[config.mk]
export PLATFORM = sky130hd
export DESIGN_NAME = serdes_lane_aligner_flat
export DESIGN_NICKNAME = d
export VERILOG_FILES = /design/src/rtl/serdes_align_pkg.sv /design/src/rtl/serdes_lane_aligner_if.sv /design/src/rtl/serdes_align_lane.sv /design/src/rtl/serdes_lane_aligner.sv /design/src/flat_wrapper.sv
export SDC_FILE = /design/constraint.sdc
export NUM_CORES = 1
export LEC_CHECK = 0
export ABC_CLOCK_PERIOD_IN_PS = 2100
export BUFFER_PORTS_ARGS = -buffer_cell sky130_fd_sc_hd__buf_2
export CAP_MARGIN = 10
export CORE_ASPECT_RATIO = 1.25
export CORE_UTILIZATION = 40
export DETAILED_ROUTE_END_ITERATION = 7
export GPL_TIMING_DRIVEN = 0
export SLEW_MARGIN = 20
export SYNTH_ARGS = -nofsm -noshare
export SYNTH_HDL_FRONTEND = slang
export SYNTH_SLANG_ARGS = --single-unit
[constraint.sdc]
create_clock -name clk -period 2.1 [get_ports clk]
set_clock_uncertainty 0.15 [all_clocks]
set_input_delay 0.105 -clock clk [delete_from_list [all_inputs] [get_ports clk]]
set_output_delay 0.105 -clock clk [all_outputs]
set_load 0.03 [all_outputs]
[src/rtl/serdes_align_pkg.sv]
// Shared types and counter widths for the SerDes lane aligner.
package serdes_align_pkg;

    localparam int CNT_W  = 4;
    localparam int SLIP_W = $clog2(10);

    typedef enum logic [1:0] {
        HUNT,
        SLIP_WAIT,
        LOCKED,
        ERROR
    } lane_state_t;

endpackage

[src/rtl/serdes_lane_aligner_if.sv]
// Bundle of the deserialiser-side and serialiser-side signals of all lanes.
interface serdes_lane_aligner_if #(
    parameter int WIDTH  = 4,
    parameter int NUM_CH = 2
);

    logic                    enable;
    logic [NUM_CH*WIDTH-1:0] rx_data;
    logic [NUM_CH-1:0]       rx_valid;
    logic [NUM_CH-1:0]       bitslip;
    logic [NUM_CH*WIDTH-1:0] tx_data;
    logic [NUM_CH-1:0]       tx_load;
    logic [NUM_CH-1:0]       locked;
    logic [NUM_CH-1:0]       align_err;
    logic                    all_locked;

    modport master (
        output enable, rx_data, rx_valid,
        input  bitslip, tx_data, tx_load, locked, align_err, all_locked
    );

    modport slave (
        input  enable, rx_data, rx_valid,
        output bitslip, tx_data, tx_load, locked, align_err, all_locked
    );

endinterface

[src/rtl/serdes_align_lane.sv]
// One lane: bitslip-driven word alignment FSM followed by a two-stage
// payload pipe that emits (3*d + 1) mod 2^WIDTH once the lane is locked.
module serdes_align_lane
    import serdes_align_pkg::*;
#(
    parameter int               WIDTH         = 4,
    parameter logic [WIDTH-1:0] TRAIN_PATTERN = 4'h5,
    parameter int               MATCH_CNT     = 4,
    parameter int               SLIP_WAIT     = 3
) (
    input  logic             clk,
    input  logic             rst_n,
    input  logic             i_enable,
    input  logic [WIDTH-1:0] i_rx_data,
    input  logic             i_rx_valid,
    output logic             o_bitslip,
    output logic [WIDTH-1:0] o_tx_data,
    output logic             o_tx_load,
    output logic             o_locked,
    output logic             o_align_err
);

    lane_state_t       r_state;
    lane_state_t       w_state_nxt;
    logic [CNT_W-1:0]  r_match_cnt;
    logic [CNT_W-1:0]  w_match_nxt;
    logic [CNT_W-1:0]  r_wait_cnt;
    logic [CNT_W-1:0]  w_wait_nxt;
    logic [SLIP_W-1:0] r_slip_cnt;
    logic [SLIP_W-1:0] w_slip_nxt;
    logic              r_bitslip;
    logic              w_bitslip_nxt;
    logic              w_match;
    logic              w_accept;
    logic [WIDTH-1:0]  r_d_q;
    logic              r_v1;
    logic [WIDTH-1:0]  r_tx_data;
    logic              r_tx_load;
    logic [WIDTH-1:0]  w_tx_calc;

    assign w_match  = (i_rx_data == TRAIN_PATTERN);
    assign w_accept = (r_state == LOCKED) && i_rx_valid;

    always_ff @(posedge clk) begin
        // NOTE: registers use non-blocking assignments so every flop samples pre-edge values.
        if (!rst_n || !i_enable) begin
            r_state     <= HUNT;
            r_match_cnt <= '0;
            r_wait_cnt  <= '0;
            r_slip_cnt  <= '0;
            r_bitslip   <= 1'b0;
        end else begin
            r_state     <= w_state_nxt;
            r_match_cnt <= w_match_nxt;
            r_wait_cnt  <= w_wait_nxt;
            r_slip_cnt  <= w_slip_nxt;
            r_bitslip   <= w_bitslip_nxt;
        end
    end

    always_comb begin
        // NOTE: every output gets a default first so no path can infer a latch.
        w_state_nxt   = r_state;
        w_match_nxt   = r_match_cnt;
        w_wait_nxt    = r_wait_cnt;
        w_slip_nxt    = r_slip_cnt;
        w_bitslip_nxt = 1'b0;
        case (r_state)
            HUNT: begin
                if (i_rx_valid) begin
                    if (w_match) begin
                        if (r_match_cnt == CNT_W'(MATCH_CNT - 1)) begin
                            w_state_nxt = LOCKED;
                            w_match_nxt = '0;
                        end else begin
                            w_match_nxt = r_match_cnt + CNT_W'(1);
                        end
                    end else begin
                        w_match_nxt = '0;
                        if (r_slip_cnt == SLIP_W'(WIDTH - 1)) begin
                            w_state_nxt = ERROR;
                        end else begin
                            w_bitslip_nxt = 1'b1;
                            w_slip_nxt    = r_slip_cnt + SLIP_W'(1);
                            w_wait_nxt    = CNT_W'(SLIP_WAIT);
                            w_state_nxt   = serdes_align_pkg::SLIP_WAIT;
                        end
                    end
                end
            end
            serdes_align_pkg::SLIP_WAIT: begin
                // Leaving on the last count lets the next edge sample a word.
                w_wait_nxt = r_wait_cnt - CNT_W'(1);
                if (r_wait_cnt == CNT_W'(1)) begin
                    w_state_nxt = HUNT;
                end
            end
            default: begin
            end
        endcase
    end

    always_comb begin
        o_locked    = (r_state == LOCKED);
        o_align_err = (r_state == ERROR);
    end

    assign w_tx_calc = (r_d_q << 1) + WIDTH'(1) + r_d_q;

    always_ff @(posedge clk) begin
        if (!rst_n || !i_enable) begin
            r_d_q     <= '0;
            r_v1      <= 1'b0;
            r_tx_data <= '0;
            r_tx_load <= 1'b0;
        end else begin
            r_v1      <= w_accept;
            r_tx_load <= r_v1;
            if (w_accept) begin
                r_d_q <= i_rx_data;
            end
            if (r_v1) begin
                r_tx_data <= w_tx_calc;
            end
        end
    end

    assign o_bitslip = r_bitslip;
    assign o_tx_data = r_tx_data;
    assign o_tx_load = r_tx_load;

endmodule

[src/rtl/serdes_lane_aligner.sv]
// Multi-lane word aligner: slices the bus into independent lanes and
// registers the all-lanes-locked status.
module serdes_lane_aligner #(
    parameter int               WIDTH         = 4,
    parameter int               NUM_CH        = 2,
    parameter logic [WIDTH-1:0] TRAIN_PATTERN = 4'h5,
    parameter int               MATCH_CNT     = 4,
    parameter int               SLIP_WAIT     = 3
) (
    input  logic                 clk,
    input  logic                 rst_n,
    serdes_lane_aligner_if.slave bus
);

    logic [NUM_CH-1:0]       w_bitslip;
    logic [NUM_CH*WIDTH-1:0] w_tx_data;
    logic [NUM_CH-1:0]       w_tx_load;
    logic [NUM_CH-1:0]       w_locked;
    logic [NUM_CH-1:0]       w_align_err;
    logic                    r_all_locked;

    for (genvar g = 0; g < NUM_CH; g++) begin : g_lane
        serdes_align_lane #(
            .WIDTH         (WIDTH),
            .TRAIN_PATTERN (TRAIN_PATTERN),
            .MATCH_CNT     (MATCH_CNT),
            .SLIP_WAIT     (SLIP_WAIT)
        ) u_lane (
            .clk         (clk),
            .rst_n       (rst_n),
            .i_enable    (bus.enable),
            .i_rx_data   (bus.rx_data[g*WIDTH +: WIDTH]),
            .i_rx_valid  (bus.rx_valid[g]),
            .o_bitslip   (w_bitslip[g]),
            .o_tx_data   (w_tx_data[g*WIDTH +: WIDTH]),
            .o_tx_load   (w_tx_load[g]),
            .o_locked    (w_locked[g]),
            .o_align_err (w_align_err[g])
        );
    end

    // Gated by enable as well, so the flag drops on the same edge as the lanes.
    always_ff @(posedge clk) begin
        if (!rst_n || !bus.enable) begin
            r_all_locked <= 1'b0;
        end else begin
            r_all_locked <= &w_locked;
        end
    end

    assign bus.bitslip    = w_bitslip;
    assign bus.tx_data    = w_tx_data;
    assign bus.tx_load    = w_tx_load;
    assign bus.locked     = w_locked;
    assign bus.align_err  = w_align_err;
    assign bus.all_locked = r_all_locked;

endmodule

[src/flat_wrapper.sv]
// flat-port wrapper written by rule: the top's interface ports become plain ports
module serdes_lane_aligner_flat 
#(
    parameter int               WIDTH         = 4,
    parameter int               NUM_CH        = 2,
    parameter logic [WIDTH-1:0] TRAIN_PATTERN = 4'h5,
    parameter int               MATCH_CNT     = 4,
    parameter int               SLIP_WAIT     = 3
)
  (clk, rst_n, bus_enable, bus_rx_data, bus_rx_valid, bus_bitslip, bus_tx_data, bus_tx_load, bus_locked, bus_align_err, bus_all_locked);
  serdes_lane_aligner_if #(.WIDTH(WIDTH), .NUM_CH(NUM_CH)) bus_i ();
  input  logic clk;
  input  logic rst_n;
  input wire logic [$bits(bus_i.enable)-1:0] bus_enable;
  input wire logic [$bits(bus_i.rx_data)-1:0] bus_rx_data;
  input wire logic [$bits(bus_i.rx_valid)-1:0] bus_rx_valid;
  output wire logic [$bits(bus_i.bitslip)-1:0] bus_bitslip;
  output wire logic [$bits(bus_i.tx_data)-1:0] bus_tx_data;
  output wire logic [$bits(bus_i.tx_load)-1:0] bus_tx_load;
  output wire logic [$bits(bus_i.locked)-1:0] bus_locked;
  output wire logic [$bits(bus_i.align_err)-1:0] bus_align_err;
  output wire logic [$bits(bus_i.all_locked)-1:0] bus_all_locked;
  assign bus_i.enable = bus_enable;
  assign bus_i.rx_data = bus_rx_data;
  assign bus_i.rx_valid = bus_rx_valid;
  assign bus_bitslip = bus_i.bitslip;
  assign bus_tx_data = bus_i.tx_data;
  assign bus_tx_load = bus_i.tx_load;
  assign bus_locked = bus_i.locked;
  assign bus_align_err = bus_i.align_err;
  assign bus_all_locked = bus_i.all_locked;
  serdes_lane_aligner #(.WIDTH(WIDTH), .NUM_CH(NUM_CH), .TRAIN_PATTERN(TRAIN_PATTERN), .MATCH_CNT(MATCH_CNT), .SLIP_WAIT(SLIP_WAIT)) u_core (.clk(clk), .rst_n(rst_n), .bus(bus_i));
endmodule
==> Word level (Yosys, flattened, before mapping) <==
Index checks and enable logic that the tools add are counted.
{ "word_totals": {"register_bits": 51, "in_bits": 13} }
{ "classes": {"n_addsub": 10, "n_eq_ne": 24, "muxes": 26, "n_bitwise": 8, "n_reduce_logical": 20} }
{ "op_table": {"columns": ["operator", "n"], "rows": [
  ["4-bit 2-to-1 mux", 10],
  ["4-bit by 1-bit adder with 4-bit output, second input constant", 6],
  ["4-bit AND reduction", 6],
  ["2-bit 2-to-1 mux", 10],
  ["4-bit by 2-bit == test with 1-bit output, second input constant", 4],
  ["2-bit != test, second input constant", 8],
  ["4-bit case mux with 2 select lines", 2],
  ["4-bit adder", 2],
  ["2-bit == test, second input constant", 4],
  ["4-bit by 1-bit == test with 1-bit output, second input constant", 2],
  ["4-bit by 3-bit == test with 1-bit output, second input constant", 2],
  ["1-bit inverter", 8],
  ["2-bit case mux with 2 select lines", 2],
  ["4-bit OR reduction", 2],
  ["4-bit by 1-bit subtractor with 4-bit output, second input constant", 2],
  ["3-bit != test, second input constant", 2],
  ["2-bit AND reduction", 3],
  ["2-bit by 1-bit == test with 1-bit output, second input constant", 2],
  ["2-bit logical NOT", 2],
  ["2-bit nonzero test", 2],
  ["1-bit logical AND", 2],
  ["1-bit logical NOT", 2],
  ["1-bit 2-to-1 mux", 2],
  ["1-bit logical OR", 1]
]} }

==> Depth between registers and ports, before layout <==
{ "depth": {"ltp_word": 5, "mapped_depth": 6} }

==> Cells and area by module <==
A second synthesis with hierarchy kept.
{ "unflattened": {"cells_unflattened": 262, "hier_area_um2": 2448.6} }
{ "modules_own_cells": {"columns": ["module", "instances", "cells_each", "area_per_inst_um2", "seq_area_each_um2"], "rows": [
  ["serdes_align_lane", 2, 130, 1209.9, 500.5],
  ["serdes_lane_aligner", 1, 2, 28.8, 20.0]
]} }

==> Least setup slack after synthesis <==
No wires, ideal clock.
{ "synth_timing": {"path_kind": "reg-to-reg", "startpoint": "register u_core.g_lane[0].u_lane.r_state[1]", "endpoint": "register u_core.g_lane[0].u_lane.r_match_cnt[3]", "setup_time_ns": 0.070, "arrival_ns": 1.464, "required_time_ns": 1.880, "slack_ns": 0.416, "path_stages_with_launch": 6, "cell_sequence": "dfxtp_1 buf_6 or3b_1 buf_2 or4_1 a21oi_1"} }
{ "synth_between": {"elab_chain_len": 2} }
{ "synth_rtl": {"columns": ["item", "line", "source"], "rows": [
  ["from (decl)", "serdes_align_lane.sv:23", "lane_state_t r_state;"],
  ["from (signal assigned)", "serdes_align_lane.sv:53", "r_state <= w_state_nxt;"],
  ["2-bit logical NOT", "serdes_align_lane.sv:68", "case (r_state)"],
  ["2-bit AND reduction (no line)", null, null],
  ["to (signal assigned)", "serdes_align_lane.sv:54", "r_match_cnt <= w_match_nxt;"],
  ["to (decl)", "serdes_align_lane.sv:25", "logic [CNT_W-1:0] r_match_cnt;"]
]} }
Every way passes these cells.
A chain may end at the register's enable or synchronous reset.

==> Worst setup path in the final report <==
{ "layout_timing": {"startpoint": "input port bus_enable", "endpoint": "register u_core.g_lane[0].u_lane.r_bitslip"} }
{ "layout_between": {"elab_chain_len": 3} }
{ "layout_rtl": {"columns": ["item", "line", "source"], "rows": [
  ["from (decl)", "flat_wrapper.sv:14", "input wire logic [$bits(bus_i.enable)-1:0] bus_enable;"],
  ["1-bit logical NOT", "serdes_align_lane.sv:46", "if (!rst_n || !i_enable) begin"],
  ["1-bit logical OR", "serdes_align_lane.sv:46", null],
  ["4-bit OR reduction (no line)", null, null],
  ["to (signal assigned)", "serdes_align_lane.sv:57", "r_bitslip <= w_bitslip_nxt;"],
  ["to (decl)", "serdes_align_lane.sv:31", "logic r_bitslip;"]
]} }
Every way passes these cells.

==> qor.csv <==
metric,value,unit
timing_hold_violations_final,0,
hpwl,3.19,mm
fin_crit,1910,ps
worst_pin_slew,574,ps
p_leak,1.19,nW
layout_commonest_cell,dfxtp_1,
yosys.area_share.adder,6.95,%
min_period_over_period,90.8,%
ios,30,
synth-main-ff-cell,dfxtp_1,
worstHoldStart,bus_rx_valid[0],
worst_ep_required_time,2130,ps
initial_core_util,41.1,%
viasPerCell,4.98,
status,"complete, no violations",
synth_area,2380,um^2
fmax,524,MHz
post-place-ws,279,ps
yosys_warnings,0,
layout_common_cells,"dfxtp_1, nor2_1, buf_2, nand2_1, inv_1",
drive_gt1_share,19.0,%
drt-total-wl,4.55,mm
r2r_end,u_core.g_lane[0].u_lane.r_slip_cnt[0],
drt_iter0_drc,108,
synth-xor-area-share,4.79,%
synth.avg_cell_area,9.25,um^2
final.setup.tns,0,ps
worstSetupEndpointType,flip-flop,
firstDrtPassIters,6,
slew_headroom,61.7,%
tritoncts,yes,
antenna_found_initial,0,
synth_top_family_by_area,simple AND/OR/NAND/NOR gates,
finalSetupViolCount,0,
worstPathArrival,1940,ps
ys_async_sr_fraction,0,%
cts.root.buffer_cell,clkbuf_8,
clockBufferDepth,2,
r2r-start,u_core.g_lane[0].u_lane.r_slip_cnt[0],
min_path_cells,3,
rsz0062_at_grt,no,
syn_nets,282,
syn2layout_area_growth,18.4,%
r2r_cells,5,
antenna_cells,0,
grt_pass1_wl,7.79,mm
finalNetCount,329,
die-area,6250,um^2
synth_edf_count,0,
clock_latency,310,ps
ys_ff_latch,51,
synth_simple_gate_area_share,21.9,%
remaining_drc_errors,0,
fillerInstances,559,
cts_made_buffers,5,
post-cts-setup-buffers,0,
final_max_slew_viol_count,0,
rows,31,
drtAntennaViolNets,0,
critPathLaunchType,input port,
clkSinkCount,51,
fin_ws,193,ps
syn_inst,257,
clk_pin_slew,90,ps
cp_max_fo,10,
io_buffers,29,
peakVddDrop,360,uV
path_class,input port to flip-flop,
grt_use_total,16.2,%
synth_compound_area_share,11.5,%
fp.dieW,70.9,um
yosysUniqueCellTypes,49,
power.density,627,nW/um^2
maxCapViolCount,0,
grt_max_degree,17,
min_to,u_core.g_lane[0].u_lane.r_state[1],
stdcell_area,2810,um^2
placed_cell_area,2600,um^2
die_y,88.2,um
overflow,0,
h-tree-depth,2,
place_congestion,0.821,
wl_per_cell,12.3,um
hold_class,input port to flip-flop,
grt_pass1_vias,1736,
vias,1847,
postLayoutCoreUtil,48.7,%
r2r_setup_slack,260,ps
core_area,5780,um^2
ys_seq_area_share,43.0,%
yosys-mux-area-fraction,4.69,%
==> layer usage <==
metal | vias to the layer above | part of all wire, % | routed length [um] | global-route usage (%)
met5 | - | 0 | 0 | 0
met3 | 7 | 3.8 | 174 | 4.26
met4 | 0 | 1.5 | 68 | 5.45
met2 | 34 | 48 | 2190 | 27.9
met1 | 837 | 46 | 2110 | 19.7
li1 | 969 | - | - | -
==> stage by stage <==
stage | instances | hold WS [ps] | power, mW
after global routing | 371 | 52.3 | 1.86
after floorplan | 257 | 98.9 | 1.13
after CTS | 371 | 33.7 | 1.78
after detailed placement | 352 | 208 | 1.17
final | 371 | 40.0 | 1.76
after global placement | 352 | 204 | 1.17
==> state kept, by name (all words and copies together), names as in the netlist <==
register	count
u_core.g_lane.u_lane.r_slip_cnt	8
u_core.g_lane.u_lane.o_tx_load	2
u_core.g_lane.u_lane.r_v1	2
u_core.g_lane.u_lane.r_d_q	8
u_core.g_lane.u_lane.r_state	4
u_core.g_lane.u_lane.o_tx_data	8
u_core.g_lane.u_lane.r_wait_cnt	8
u_core.g_lane.u_lane.r_match_cnt	8
u_core.bus.all_locked	1
u_core.g_lane.u_lane.o_bitslip	2
==> final cells by class <==
cell class / count / area, um^2 / share of cell area [%]
Multi-Input combinational cell: 173 / 1180 / 42.0
Sequential cell: 51 / 1020 / 36.3
Timing Repair Buffer: 40 / 255 / 9.07
Buffer: 20 / 124 / 4.40
Clock buffer: 6 / 82.6 / 2.94
Tap cell: 66 / 82.6 / 2.94
Inverter: 13 / 48.8 / 1.73
Clock inverter: 2 / 16.3 / 0.578
==> where the power goes <==
part	switching (mW)	total [mW]	internal, mW
registers	0.0137	0.996	0.982
logic	0.0915	0.166	0.0748
clock network	0.332	0.602	0.269
==> how the worst max path moves through the flow <==
| stage | from | to | slack [ps] |
|---|---|---|---|
| finish | bus_enable | u_core.g_lane[0].u_lane.o_bitslip | 190 |
| global route | rst_n | u_core.g_lane[0].u_lane.o_bitslip | 50 |
| CTS | rst_n | u_core.g_lane[0].u_lane.o_bitslip | 180 |
| detailed placement | u_core.g_lane[1].u_lane.r_state[1] | u_core.g_lane[1].u_lane.r_slip_cnt[3] | 280 |
| global placement | u_core.g_lane[1].u_lane.r_state[1] | u_core.g_lane[1].u_lane.r_slip_cnt[3] | 290 |
| floorplan | u_core.g_lane[0].u_lane.r_state[1] | u_core.g_lane[0].u_lane.r_match_cnt[3] | 420 |
==> what timing repair did <==
item,4_1_cts,5_1_grt
hold buffers,11,0
endpoints found under the hold margin,10,0
gates resized for setup,0,0
==> cells by family (layout without fill, tap and decap cells) <==
logic type               Yosys count  after routing
AND/OR/NAND/NOR                   96             96
flip-flops                        51             51
AO/OA/AOI/OAI                     41             41
buffers and inverters             33             81
XOR/XNOR                          13             13
adder cells (fa/ha/maj)           12             12
multiplexers                      11             11
==> synth_stat cells (2+ instances only) <==
cell,number,area (um^2)
a211oi_1,8,60.1
a21oi_1,7,35.0
a22oi_1,5,37.5
and3_1,3,18.8
buf_2,3,15.0
buf_4,8,60.1
buf_6,2,22.5
clkbuf_1,7,26.3
dfxtp_1,51,1020
fa_1,2,40.0
ha_1,10,125
inv_1,13,48.8
mux2i_1,10,100
nand2_1,14,52.6
nand3_1,11,55.1
nand4_1,6,37.5
nand4bb_1,2,22.5
nor2_1,34,128
nor2b_1,4,25.0
nor3b_1,2,15.0
o211ai_1,2,15.0
o21a_1,4,30.0
o21ai_0,5,25.0
o21ai_1,2,10.0
o31ai_1,3,22.5
or3b_2,2,17.5
or4_1,4,30.0
xnor2_1,6,52.6
xor2_1,7,61.3
==> worst max-delay path: stages <==
cell and delay, ps:
dlygate4sd3_1 550, buf_2 140, nand2_1 140, clkbuf_1 430
clkbuf_1 480, nor2_1 100
(Power assumes the default switching activity.)
